## config.mk

```make
export PLATFORM = sky130hd
export DESIGN_NAME = ingress_voq
export DESIGN_NICKNAME = d
export VERILOG_FILES = /design/src/rtl/sched_pkg.sv /design/src/rtl/voq_fifo.sv /design/src/rtl/ingress_voq.sv
export SDC_FILE = /design/constraint.sdc
export NUM_CORES = 2
export LEC_CHECK = 0
export ABC_AREA = 0
export CORE_MARGIN = 4
export CORE_UTILIZATION = 59
export DETAILED_ROUTE_END_ITERATION = 12
export PLACE_DENSITY = 0.75
export SYNTH_ARGS = -nofsm -noshare
export SYNTH_HDL_FRONTEND = slang
export SYNTH_HIERARCHICAL = 1
export SYNTH_SLANG_ARGS = --single-unit
```

## constraint.sdc

```tcl
create_clock -name clk -period 14.9 [get_ports clk]
set_input_delay 2.98 -clock clk [delete_from_list [all_inputs] [get_ports clk]]
set_output_delay 2.98 -clock clk [all_outputs]
set_load 0.01 [all_outputs]
```

## src/rtl/sched_pkg.sv

```systemverilog
// Types and defaults shared between the VOQ blocks and the crossbar scheduler.
package sched_pkg;
  localparam int NUM_PORTS      = 4;
  localparam int SLOT_WORDS_DEF = 4;

  typedef logic [1:0] voq_idx_t;
  typedef enum logic {IDLE = 1'b0, SEND = 1'b1} voq_state_e;
endpackage

```

## src/rtl/voq_fifo.sv

```systemverilog
// Single-clock FIFO of {eop, data} words with registered read.
// The head word's top bit is exposed so the reader knows a word is the packet tail before reading it.
module voq_fifo #(
  parameter int DEPTH = 16,
  parameter int W     = 33
) (
  input  logic         clk,
  input  logic         rst_n,
  input  logic         i_wr_en,
  input  logic [W-1:0] i_wr_data,
  input  logic         i_rd_en,
  output logic [W-1:0] o_rd_data,
  output logic         o_head_msb,
  output logic         o_full,
  output logic         o_empty
);
  localparam int AW = $clog2(DEPTH);

  logic [W-1:0] r_mem [DEPTH];
  logic [AW:0]  r_wptr, r_rptr;
  logic [W-1:0] r_rd_data;
  logic         w_wr, w_rd;

  // Pointers carry an extra wrap bit so full and empty are distinguishable.
  assign o_full     = (r_wptr[AW] != r_rptr[AW]) && (r_wptr[AW-1:0] == r_rptr[AW-1:0]);
  assign o_empty    = (r_wptr == r_rptr);
  assign o_head_msb = r_mem[r_rptr[AW-1:0]][W-1];
  assign o_rd_data  = r_rd_data;
  assign w_wr       = i_wr_en && !o_full;
  assign w_rd       = i_rd_en && !o_empty;

  always_ff @(posedge clk) begin
    if (w_wr) r_mem[r_wptr[AW-1:0]] <= i_wr_data;
  end

  always_ff @(posedge clk or negedge rst_n) begin
    if (!rst_n) begin
      r_wptr    <= '0;
      r_rptr    <= '0;
      r_rd_data <= '0;
    end else begin
      if (w_wr) r_wptr <= r_wptr + 1'b1;
      if (w_rd) begin
        r_rd_data <= r_mem[r_rptr[AW-1:0]];
        r_rptr    <= r_rptr + 1'b1;
      end
    end
  end
endmodule

```

## src/rtl/ingress_voq.sv

```systemverilog
// Per-ingress virtual output queues feeding the crossbar scheduler, one slot of words per grant.
// Define INGRESS_STATS_EN to add per-VOQ sent-packet and ignored-grant counters.
module ingress_voq
  import sched_pkg::*;
#(
  parameter int NUM_VOQ    = 4,
  parameter int DEPTH      = 16,
  parameter int DATA_W     = 32,
  parameter int SLOT_WORDS = SLOT_WORDS_DEF
) (
  input  logic              clk,
  input  logic              rst_n,
  input  logic              in_valid,
  output logic              in_ready,
  input  logic [DATA_W-1:0] in_data,
  input  logic [1:0]        in_dest,
  input  logic              in_eop,
  input  logic              grant_en,
  input  logic [1:0]        grant_voq,
  output logic [NUM_VOQ-1:0] voq_empty,
  output logic              is_busy,
  output logic [1:0]        busy_voq,
  output logic              out_valid,
  output logic [DATA_W-1:0] out_data,
  output logic              out_eop,
  output logic [1:0]        out_voq
`ifdef INGRESS_STATS_EN
  ,
  output logic [NUM_VOQ*16-1:0] pkt_sent_cnt,
  output logic [7:0]        bad_grant_cnt
`endif
);
  localparam int CW = $clog2(DEPTH) + 1;
  localparam int SW = $clog2(SLOT_WORDS + 1);

  logic                         r_in_pkt;
  voq_idx_t                     r_cur_dest, w_dest, r_sel, w_rd_voq, r_busy_voq, r_out_voq;
  logic                         w_wr, w_rd_en, w_rd_eop, w_last, w_grant_ok;
  logic                         r_busy, r_out_valid;
  logic [SW-1:0]                r_slot_cnt;
  voq_state_e                   r_state, w_state_nxt;
  logic [NUM_VOQ-1:0]           w_full, w_empty, w_head_eop;
  logic [NUM_VOQ-1:0][DATA_W:0] w_rd_data;

  // Destination is held from the first word until the word after EOP.
  assign w_dest   = r_in_pkt ? r_cur_dest : in_dest;
  assign in_ready = !w_full[w_dest];
  assign w_wr     = in_valid && in_ready;

  always_ff @(posedge clk or negedge rst_n) begin
    if (!rst_n) begin
      r_in_pkt   <= 1'b0;
      r_cur_dest <= '0;
    end else if (w_wr) begin
      r_in_pkt   <= !in_eop;
      r_cur_dest <= w_dest;
    end
  end

  assign w_grant_ok = grant_en && (r_state == IDLE) && !voq_empty[grant_voq] &&
                      !w_empty[grant_voq] && (!r_busy || (grant_voq == r_busy_voq));

  // The grant cycle itself issues the first read so data appears one cycle after the grant.
  always_comb begin
    w_rd_en  = 1'b0;
    w_rd_voq = r_sel;
    if (r_state == SEND) begin
      w_rd_en = 1'b1;
    end else if (w_grant_ok) begin
      w_rd_en  = 1'b1;
      w_rd_voq = grant_voq;
    end
  end

  assign w_rd_eop = w_rd_en && w_head_eop[w_rd_voq];
  assign w_last   = w_rd_en && !w_rd_eop &&
                    ((r_state == SEND) ? (r_slot_cnt == SW'(1)) : (SLOT_WORDS == 1));

  always_comb begin
    w_state_nxt = r_state;
    case (r_state)
      IDLE:    if (w_grant_ok && !w_rd_eop && !w_last) w_state_nxt = SEND;
      SEND:    if (w_rd_eop || w_last) w_state_nxt = IDLE;
      default: w_state_nxt = IDLE;
    endcase
  end

  // r_slot_cnt counts words still allowed in this slot, including the one read this cycle.
  always_ff @(posedge clk or negedge rst_n) begin
    if (!rst_n) begin
      r_state     <= IDLE;
      r_sel       <= '0;
      r_slot_cnt  <= '0;
      r_busy      <= 1'b0;
      r_busy_voq  <= '0;
      r_out_valid <= 1'b0;
      r_out_voq   <= '0;
    end else begin
      r_state     <= w_state_nxt;
      r_out_valid <= w_rd_en;
      r_out_voq   <= w_rd_en ? w_rd_voq : voq_idx_t'(0);
      if (r_state == IDLE && w_grant_ok) begin
        r_sel      <= grant_voq;
        r_slot_cnt <= SW'(SLOT_WORDS - 1);
      end else if (r_state == SEND) begin
        r_slot_cnt <= r_slot_cnt - 1'b1;
      end
      if (w_rd_eop) begin
        r_busy <= 1'b0;
      end else if (w_last) begin
        r_busy     <= 1'b1;
        r_busy_voq <= w_rd_voq;
      end
    end
  end

  assign is_busy   = r_busy;
  assign busy_voq  = r_busy_voq;
  assign out_valid = r_out_valid;
  assign out_voq   = r_out_voq;
  assign out_data  = r_out_valid ? w_rd_data[r_out_voq][DATA_W-1:0] : '0;
  assign out_eop   = r_out_valid && w_rd_data[r_out_voq][DATA_W];

  for (genvar i = 0; i < NUM_VOQ; i++) begin : g_voq
    logic          w_inc, w_dec, r_emp;
    logic [CW-1:0] r_cnt, w_cnt_nxt;

    assign w_inc     = w_wr && in_eop && (w_dest == voq_idx_t'(i));
    assign w_dec     = w_rd_eop && (w_rd_voq == voq_idx_t'(i));
    assign w_cnt_nxt = r_cnt + CW'(w_inc) - CW'(w_dec);
    assign voq_empty[i] = r_emp;

    voq_fifo #(.DEPTH(DEPTH), .W(DATA_W + 1)) u_fifo (
      .clk        (clk),
      .rst_n      (rst_n),
      .i_wr_en    (w_wr && (w_dest == voq_idx_t'(i))),
      .i_wr_data  ({in_eop, in_data}),
      .i_rd_en    (w_rd_en && (w_rd_voq == voq_idx_t'(i))),
      .o_rd_data  (w_rd_data[i]),
      .o_head_msb (w_head_eop[i]),
      .o_full     (w_full[i]),
      .o_empty    (w_empty[i])
    );

    // Empty flag tracks the next count so it flips the cycle after the EOP write/read.
    always_ff @(posedge clk or negedge rst_n) begin
      if (!rst_n) begin
        r_cnt <= '0;
        r_emp <= 1'b1;
      end else begin
        r_cnt <= w_cnt_nxt;
        r_emp <= (w_cnt_nxt == '0);
      end
    end

`ifdef INGRESS_STATS_EN
    logic [15:0] r_sent;
    assign pkt_sent_cnt[i*16 +: 16] = r_sent;
    always_ff @(posedge clk or negedge rst_n) begin
      if (!rst_n)     r_sent <= '0;
      else if (w_dec) r_sent <= r_sent + 1'b1;
    end
`endif
  end

`ifdef INGRESS_STATS_EN
  always_ff @(posedge clk or negedge rst_n) begin
    if (!rst_n)                                           bad_grant_cnt <= '0;
    else if (grant_en && !w_grant_ok && bad_grant_cnt != 8'hff) bad_grant_cnt <= bad_grant_cnt + 1'b1;
  end
`endif
endmodule

```

# Word level (Yosys, flattened, before mapping)
# Memories as Yosys holds them, arrays and structs flattened.
# Cells that the tools add are included.
[classes]
n_mux = 33
add_sub_neg = 17
n_lt_le_gt_ge = 4
reduce_logical = 67
eq_ne = 20
bitwise = 2
[op_table]
columns = ["op", "n"]
rows = [
  ["binary-select mux 33 bit (select 2 bit)", 1],
  ["logical AND 1 bit", 41],
  ["adder 5 x 1 -> 5 bit (second input constant)", 8],
  ["two-way mux 33 bit", 1],
  ["two-way mux 32 bit", 1],
  ["adder 5 x 1 -> 5 bit", 4],
  ["== test 5 bit", 4],
  ["logical NOT 5 bit", 4],
  ["subtractor 5 x 1 -> 5 bit", 4],
  ["two-way mux 1 bit", 19],
  ["== test 4 bit", 4],
  ["logical NOT 1 bit", 15],
  ["< comparator 2 x 3 -> 1 bit (second input constant)", 4],
  ["binary-select mux 1 bit (select 2 bit)", 4],
  ["== test 2 bit (second input constant)", 4],
  ["two-way mux 2 bit", 4],
  ["two-way mux 3 bit", 2],
  ["== test 2 x 1 -> 1 bit (second input constant)", 2],
  ["logical NOT 2 bit", 2],
  ["!= test 1 bit", 4],
  ["nonzero test 2 bit", 2],
  ["== test 3 x 1 -> 1 bit (second input constant)", 1],
  ["subtractor 3 x 1 -> 3 bit (second input constant)", 1],
  ["== test 2 bit", 1],
  ["4 further kinds", 6],
]
[totals]
mem_bits_rw = 2112
inputBits = 41
out_inout_bits = 44
wordCells = 176
mem_count = 4
reg_bits = 211
[memory_table]
columns = ["memory", "depth", "width", "read_ports", "rd_clocked_by_memory_dff", "write_ports", "line", "source"]
rows = [
  ["g_voq[0].u_fifo.r_mem", 16, 33, 1, 0, 1, "voq_fifo.sv:19", "logic [W-1:0] r_mem [DEPTH];"],
  ["g_voq[1].u_fifo.r_mem", 16, 33, 1, 0, 1, "voq_fifo.sv:19", ""],
  ["g_voq[2].u_fifo.r_mem", 16, 33, 1, 0, 1, "voq_fifo.sv:19", ""],
  ["g_voq[3].u_fifo.r_mem", 16, 33, 1, 0, 1, "voq_fifo.sv:19", ""],
]

# Logic depth before layout (Yosys ltp)
[depth]
ltp_word = 18
ltp_mapped = 24
ltp_nobuf = 21

# Modules after synthesis
# The synthesis kept the hierarchy.
[by_module_without_submodules]
columns = ["module", "area_each_um2", "seq_area_each_um2", "instances", "cells_each"]
rows = [
  ["voq_fifo (g_voq[1].u_fifo ...)", 22281.4, 16931.2, 2, 1021],
  ["voq_fifo (g_voq[3].u_fifo)", 22422.8, 16931.2, 1, 1022],
  ["voq_fifo (g_voq[0].u_fifo)", 22280.1, 16931.2, 1, 1021],
  ["ingress_voq", 3468.3, 980.9, 1, 329],
]

# Worst setup path after synthesis
# No wires, ideal clock.
[synth_timing]
path_type = "input port to flip-flop"
from = "input port in_dest[0]"
to = "memory g_voq[3].u_fifo.r_mem[2][0] (enable)"
path_slack_ps = 6522
stages = 7
arrival_ps = 7861
n_path_buf = 0
setup_ps = 518
t_required_ps = 14382
path_cell_list = "mux2_2 -> nor2_1 -> o311ai_1 -> or3_1 -> nor2_1 -> o21ai_0 -> nor4b_1"
[synth_between]
elab_chain_len = 9
word_cells_on_any_way = 10
classes_between = "eq/ne (1); mux (5); reduce/logical (4)"
[synth_rtl]
columns = ["element", "line", "source"]
rows = [
  ["start, declared", "ingress_voq.sv:16", "input logic [1:0] in_dest,"],
  ["two-way mux 2 bit (*)", "ingress_voq.sv:46", "assign w_dest = r_in_pkt ? r_cur_dest : in_dest;"],
  ["binary-select mux 1 bit (select 2 bit)", "ingress_voq.sv:47", "assign in_ready = !w_full[w_dest];"],
  ["two-way mux 1 bit (not written as such)", "ingress_voq.sv:47", ""],
  ["logical NOT 1 bit", "ingress_voq.sv:47", ""],
  ["logical AND 1 bit", "ingress_voq.sv:48", "assign w_wr = in_valid && in_ready;"],
  ["logical AND 1 bit (*)", "ingress_voq.sv:136", ".i_wr_en (w_wr && (w_dest == voq_idx_t'(i))),"],
  ["logical AND 1 bit (*)", "voq_fifo.sv:29", "assign w_wr = i_wr_en && !o_full;"],
  ["two-way mux 1 bit (*)", "voq_fifo.sv:33", "if (w_wr) r_mem[r_wptr[AW-1:0]] <= i_wr_data;"],
  ["two-way mux 1 bit (not written as such) (*)", "voq_fifo.sv:33", ""],
  ["end, declared", "voq_fifo.sv:19", ""],
]
# Every way passes the cells marked *; elsewhere a longest branch is shown, timed or not. The select of a mux whose other input is x is not followed.

# Worst setup path in the final report
[layout_timing]
from = "input port in_dest[0]"
to = "output port in_ready"
[layout_between]
elab_chain_len = 4
[layout_rtl]
columns = ["element", "line", "source"]
rows = [
  ["two-way mux 2 bit", "ingress_voq.sv:46", ""],
  ["binary-select mux 1 bit (select 2 bit)", "ingress_voq.sv:47", ""],
  ["two-way mux 1 bit (not written as such)", "ingress_voq.sv:47", ""],
  ["logical NOT 1 bit", "ingress_voq.sv:47", ""],
  ["end, declared", "ingress_voq.sv:14", "output logic in_ready,"],
]
# Every way passes these cells. The select of a mux whose other input is x is not followed.

==> impl_metrics.py <==
metrics = {
    "grt": {
        "grt_pass1_wl_um": 306000,
        "grt_start_max_net_pins": 135,
        "antenna_found_initial": 16,
        "grt_usage_pct": 25.9,
        "first_global_vias": 43800,
        "grt_overflow": 0,
    },
    "synth": {
        "yosys.area.top_type": "edfxtp_1",
        "syn_area_per_cell_sq_um": 21.0,
        "post-synth-top-count-cell": "edfxtp_1",
        "yosysWarnings": 6,
        "synth_cell_types": 65,
        "synth_common_cells": "2112 x edfxtp_1, 277 x mux2_2, 266 x mux4_2",
        "synth_edf_count": 2112,
        "synth_nets": 4501,
        "syn_area_sq_um": 92700,
        "synthesis.instances": 4414,
        "synthTopCellsByArea": "edfxtp_1 68%, mux4_2 6.5%, dfrtp_1 5.6%",
        "synth_seq_cells": 2323,
        "ys_seq_area_share_pct": 74.1,
        "synthFlopType": "edfxtp_1",
        "async_flop_share_pct": 9.08,
        "synth.top_cell.area_share_pct": 68.4,
    },
    "place": {
        "place.gp.congestion": 0.874,
        "hpwl_um": 117000,
        "dp.cells": 6388,
        "io_buffers": 84,
    },
    "die": {
        "num_io_pins": 85,
        "num_rows": 145,
        "die_w_um": 404,
        "core_area_sq_um": 156000,
        "chipHeight_um": 404,
        "die_area_sq_um": 164000,
        "start_util_pct": 59.4,
    },
    "setup_path": {
        "required_ns": 11.92,
        "crit_path_end_kind": "primary output",
        "worstPathCellList": "clkdlybuf4s50_1 > mux2_2 > nor2_1 > o311ai_1 > inv_1 > clkdlybuf4s50_1",
        "arrival_ns": 4.93,
        "worst_r2r_path_depth": 21,
        "critPathSlowestCell": "o311ai_1",
        "regToRegStartpoint": "g_voq[3].u_fifo/r_rptr[0]$_DFFE_PN0P_",
        "reg2reg_slack_ns": 8.74,
        "max_stage_delay_ns": 0.58,
        "path_class": "in -> out",
        "crit_top_cell": "clkdlybuf4s50_1",
        "worst_setup_path_start_kind": "primary input",
        "path_max_fanout": 5,
        "r2r-end": "g_voq[2].r_emp$_DFF_PN1_",
    },
    "routing": {
        "vias": 44500,
        "wl_met3_um": 16400,
        "antenna_left": 0,
        "drc": 0,
        "wl_met1_um": 82600,
        "drt-pass1-iter-count": 6,
        "drt_wl_total_um": 211000,
        "highest_layer": "met5",
        "wl_per_cell_um": 31.0,
        "drt-vias-per-instance": 6.55,
        "met2_length_um": 104000,
        "drtIter0Drc": 5085,
    },
    "power": {
        "p_comb_share_pct": 31.1,
        "power_frac_clock_pct": 27.0,
        "vdd_drop_max_v": 0.000192,
        "p_seq_share_pct": 42.0,
        "power.density_nw_per_um2": 190,
        "sw_frac_of_total_pct": 31.6,
        "power_w": 0.0195,
        "switching_power_w": 0.00614,
        "internal_power_w": 0.0133,
        "static-leakage-power_nw": 34.1,
    },
    "hold_path": {
        "min_from": "r_slot_cnt[2]$_DFFE_PN0P_",
        "hold_end": "r_slot_cnt[2]$_DFFE_PN0P_",
        "hold_depth": 1,
        "hp-class": "reg -> reg",
    },
    "sta": {
        "finClkSkew_ns": 0.0306,
        "drv_slew": 0,
        "fmax_ghz": 0.126,
        "period_share_pct": 53.1,
        "whs_ns": 0.500,
        "worstMarginPinSlew_ns": 1.24,
        "setup_viol": 0,
        "period_needed_ns": 7.91,
        "rsz0062_at_grt": "false",
        "tns_ns": 0,
        "max_slew_margin_pct": 17.0,
        "hold_violations": 0,
    },
    "run_status": {
        "status": "finished clean",
    },
    "clock_tree": {
        "htree_levels": 4,
        "cts_root_buffer": "clkbuf_16",
        "numCtsBuffers": 217,
        "clk_latency_ns": 0.83,
        "cts_resized": 0,
        "post-cts-setup-buffers": 0,
        "cts.clk_slew.worst_paths_ns": 0.06,
        "cts_tree": "done",
        "cts_hold_buf": 0,
        "cts_max_path_buffers": 3,
        "clock-sinks": 2323,
    },
    "layout": {
        "drive_above_1_share_pct": 22.4,
        "fin_util_pct": 65.4,
        "nets": 4636,
        "instances_no_fill": 6798,
        "area_growth_pct": 10.1,
    },
    "job": {
        "timing.max_cap.violations": 0,
    },
}
## stage by stage
| stage | setup slack, ns | cell area (sq um) |
|---|---|---|
| 2_1_floorplan | 6.52 | 92700 |
| 6_report | 6.99 | 102000 |
| 5_1_grt | 6.87 | 102000 |
| 4_1_cts | 7.00 | 102000 |
| 3_5_place_dp | 7.00 | 95400 |
| 3_3_place_gp | 7.01 | 95400 |
## area by class of cell
type                            instances  area, sq um
Fill cell                            9874        54100
Sequential cell                      2323        68700
Antenna cell                            2         5.00
Timing Repair Buffer                  174         1370
Multi-Input combinational cell       1773        22400
Inverter                               60          225
Clock inverter                        115          867
Tap cell                             2058         2570
Clock buffer                          293         5890
## metal layers
layer | GRT usage (%) | vias up
met5 | 0 | -
met4 | 9.10 | 2
met3 | 4.41 | 365
met2 | 41.8 | 2023
met1 | 36.4 | 23500
li1 | - | 18600
## worst max-delay path, delay by kind of cell
family / cells / cell delay [ns]
AOI/OAI and AO/OA: 1 / 0.58
buffers and inverters: 3 / 1.11
muxes: 1 / 0.22
and+or+nand+nor: 1 / 0.04
## registers in the layout, summed over array words and instances (netlist names)
register	count
g_voq.r_cnt	20
busy_voq	2
g_voq.u_fifo/r_mem	2112
r_sel	2
g_voq.u_fifo/r_wptr	20
out_voq	2
g_voq.u_fifo/r_rptr	20
r_slot_cnt	3
r_in_pkt	1
is_busy	1
r_cur_dest	2
g_voq.u_fifo/o_rd_data	132
out_valid	1
g_voq.r_emp	4
r_state	1
## logic make-up (layout without fill, tap and decap cells)
| group | Yosys count | count (layout) | share of synthesized area, % |
|---|---|---|---|
| and+or+nand+nor | 337 | 337 | 2.24 |
| DFF | 2323 | 2323 | 74.1 |
| buffers and inverters | 318 | 642 | 1.88 |
| muxes | 971 | 971 | 17.3 |
| AOI/OAI and AO/OA | 345 | 345 | 3.14 |
| other | 0 | 2 | 0 |
| xor gates and xnor gates | 74 | 74 | 0.699 |
| adders and majority gates | 46 | 46 | 0.653 |
## power by group through the flow
| stage | sequential (W) | clock (W) | combinational [W] |
|---|---|---|---|
| CTS | 0.00816 | 0.00532 | 0.00605 |
| detailed placement | 0.00829 | 0 | 0.00602 |
| global placement | 0.00827 | 0 | 0.00594 |
| finish | 0.00817 | 0.00525 | 0.00604 |
| global route | 0.00821 | 0.00561 | 0.00634 |
| floorplan | 0.00785 | 0 | 0.00434 |
## worst max path at each step
stage,slack [ns],endpoint,start
2_1_floorplan,6.52,g_voq[3].u_fifo/r_mem[2][0]$_DFFE_PP_,in_dest[0]
3_3_place_gp,7.01,in_ready,in_dest[0]
3_5_place_dp,7.00,in_ready,in_dest[0]
4_1_cts,7.00,in_ready,in_dest[0]
5_1_grt,6.87,in_ready,in_dest[0]
6_report,6.99,in_ready,in_dest[0]
## layout by cell type (no fill, tap or decap), drive strengths merged, types with 17 or more instances in the layout
master / netlist / layout
edfxtp: 2112 / 2112
mux4: 429 / 429
clkbuf: 109 / 293
mux2: 277 / 277
mux2i: 265 / 265
dfrtp: 207 / 207
nand2b: 136 / 136
a221oi: 129 / 129
a22o: 128 / 128
buf: 149 / 124
clkinv: 0 / 92
xnor2: 68 / 68
inv: 60 / 67
clkdlybuf4s50: 0 / 50
and3: 49 / 49
nor2: 44 / 44
and2: 43 / 43
ha: 42 / 42
o211ai: 17 / 17
(Power assumes the default switching activity.)
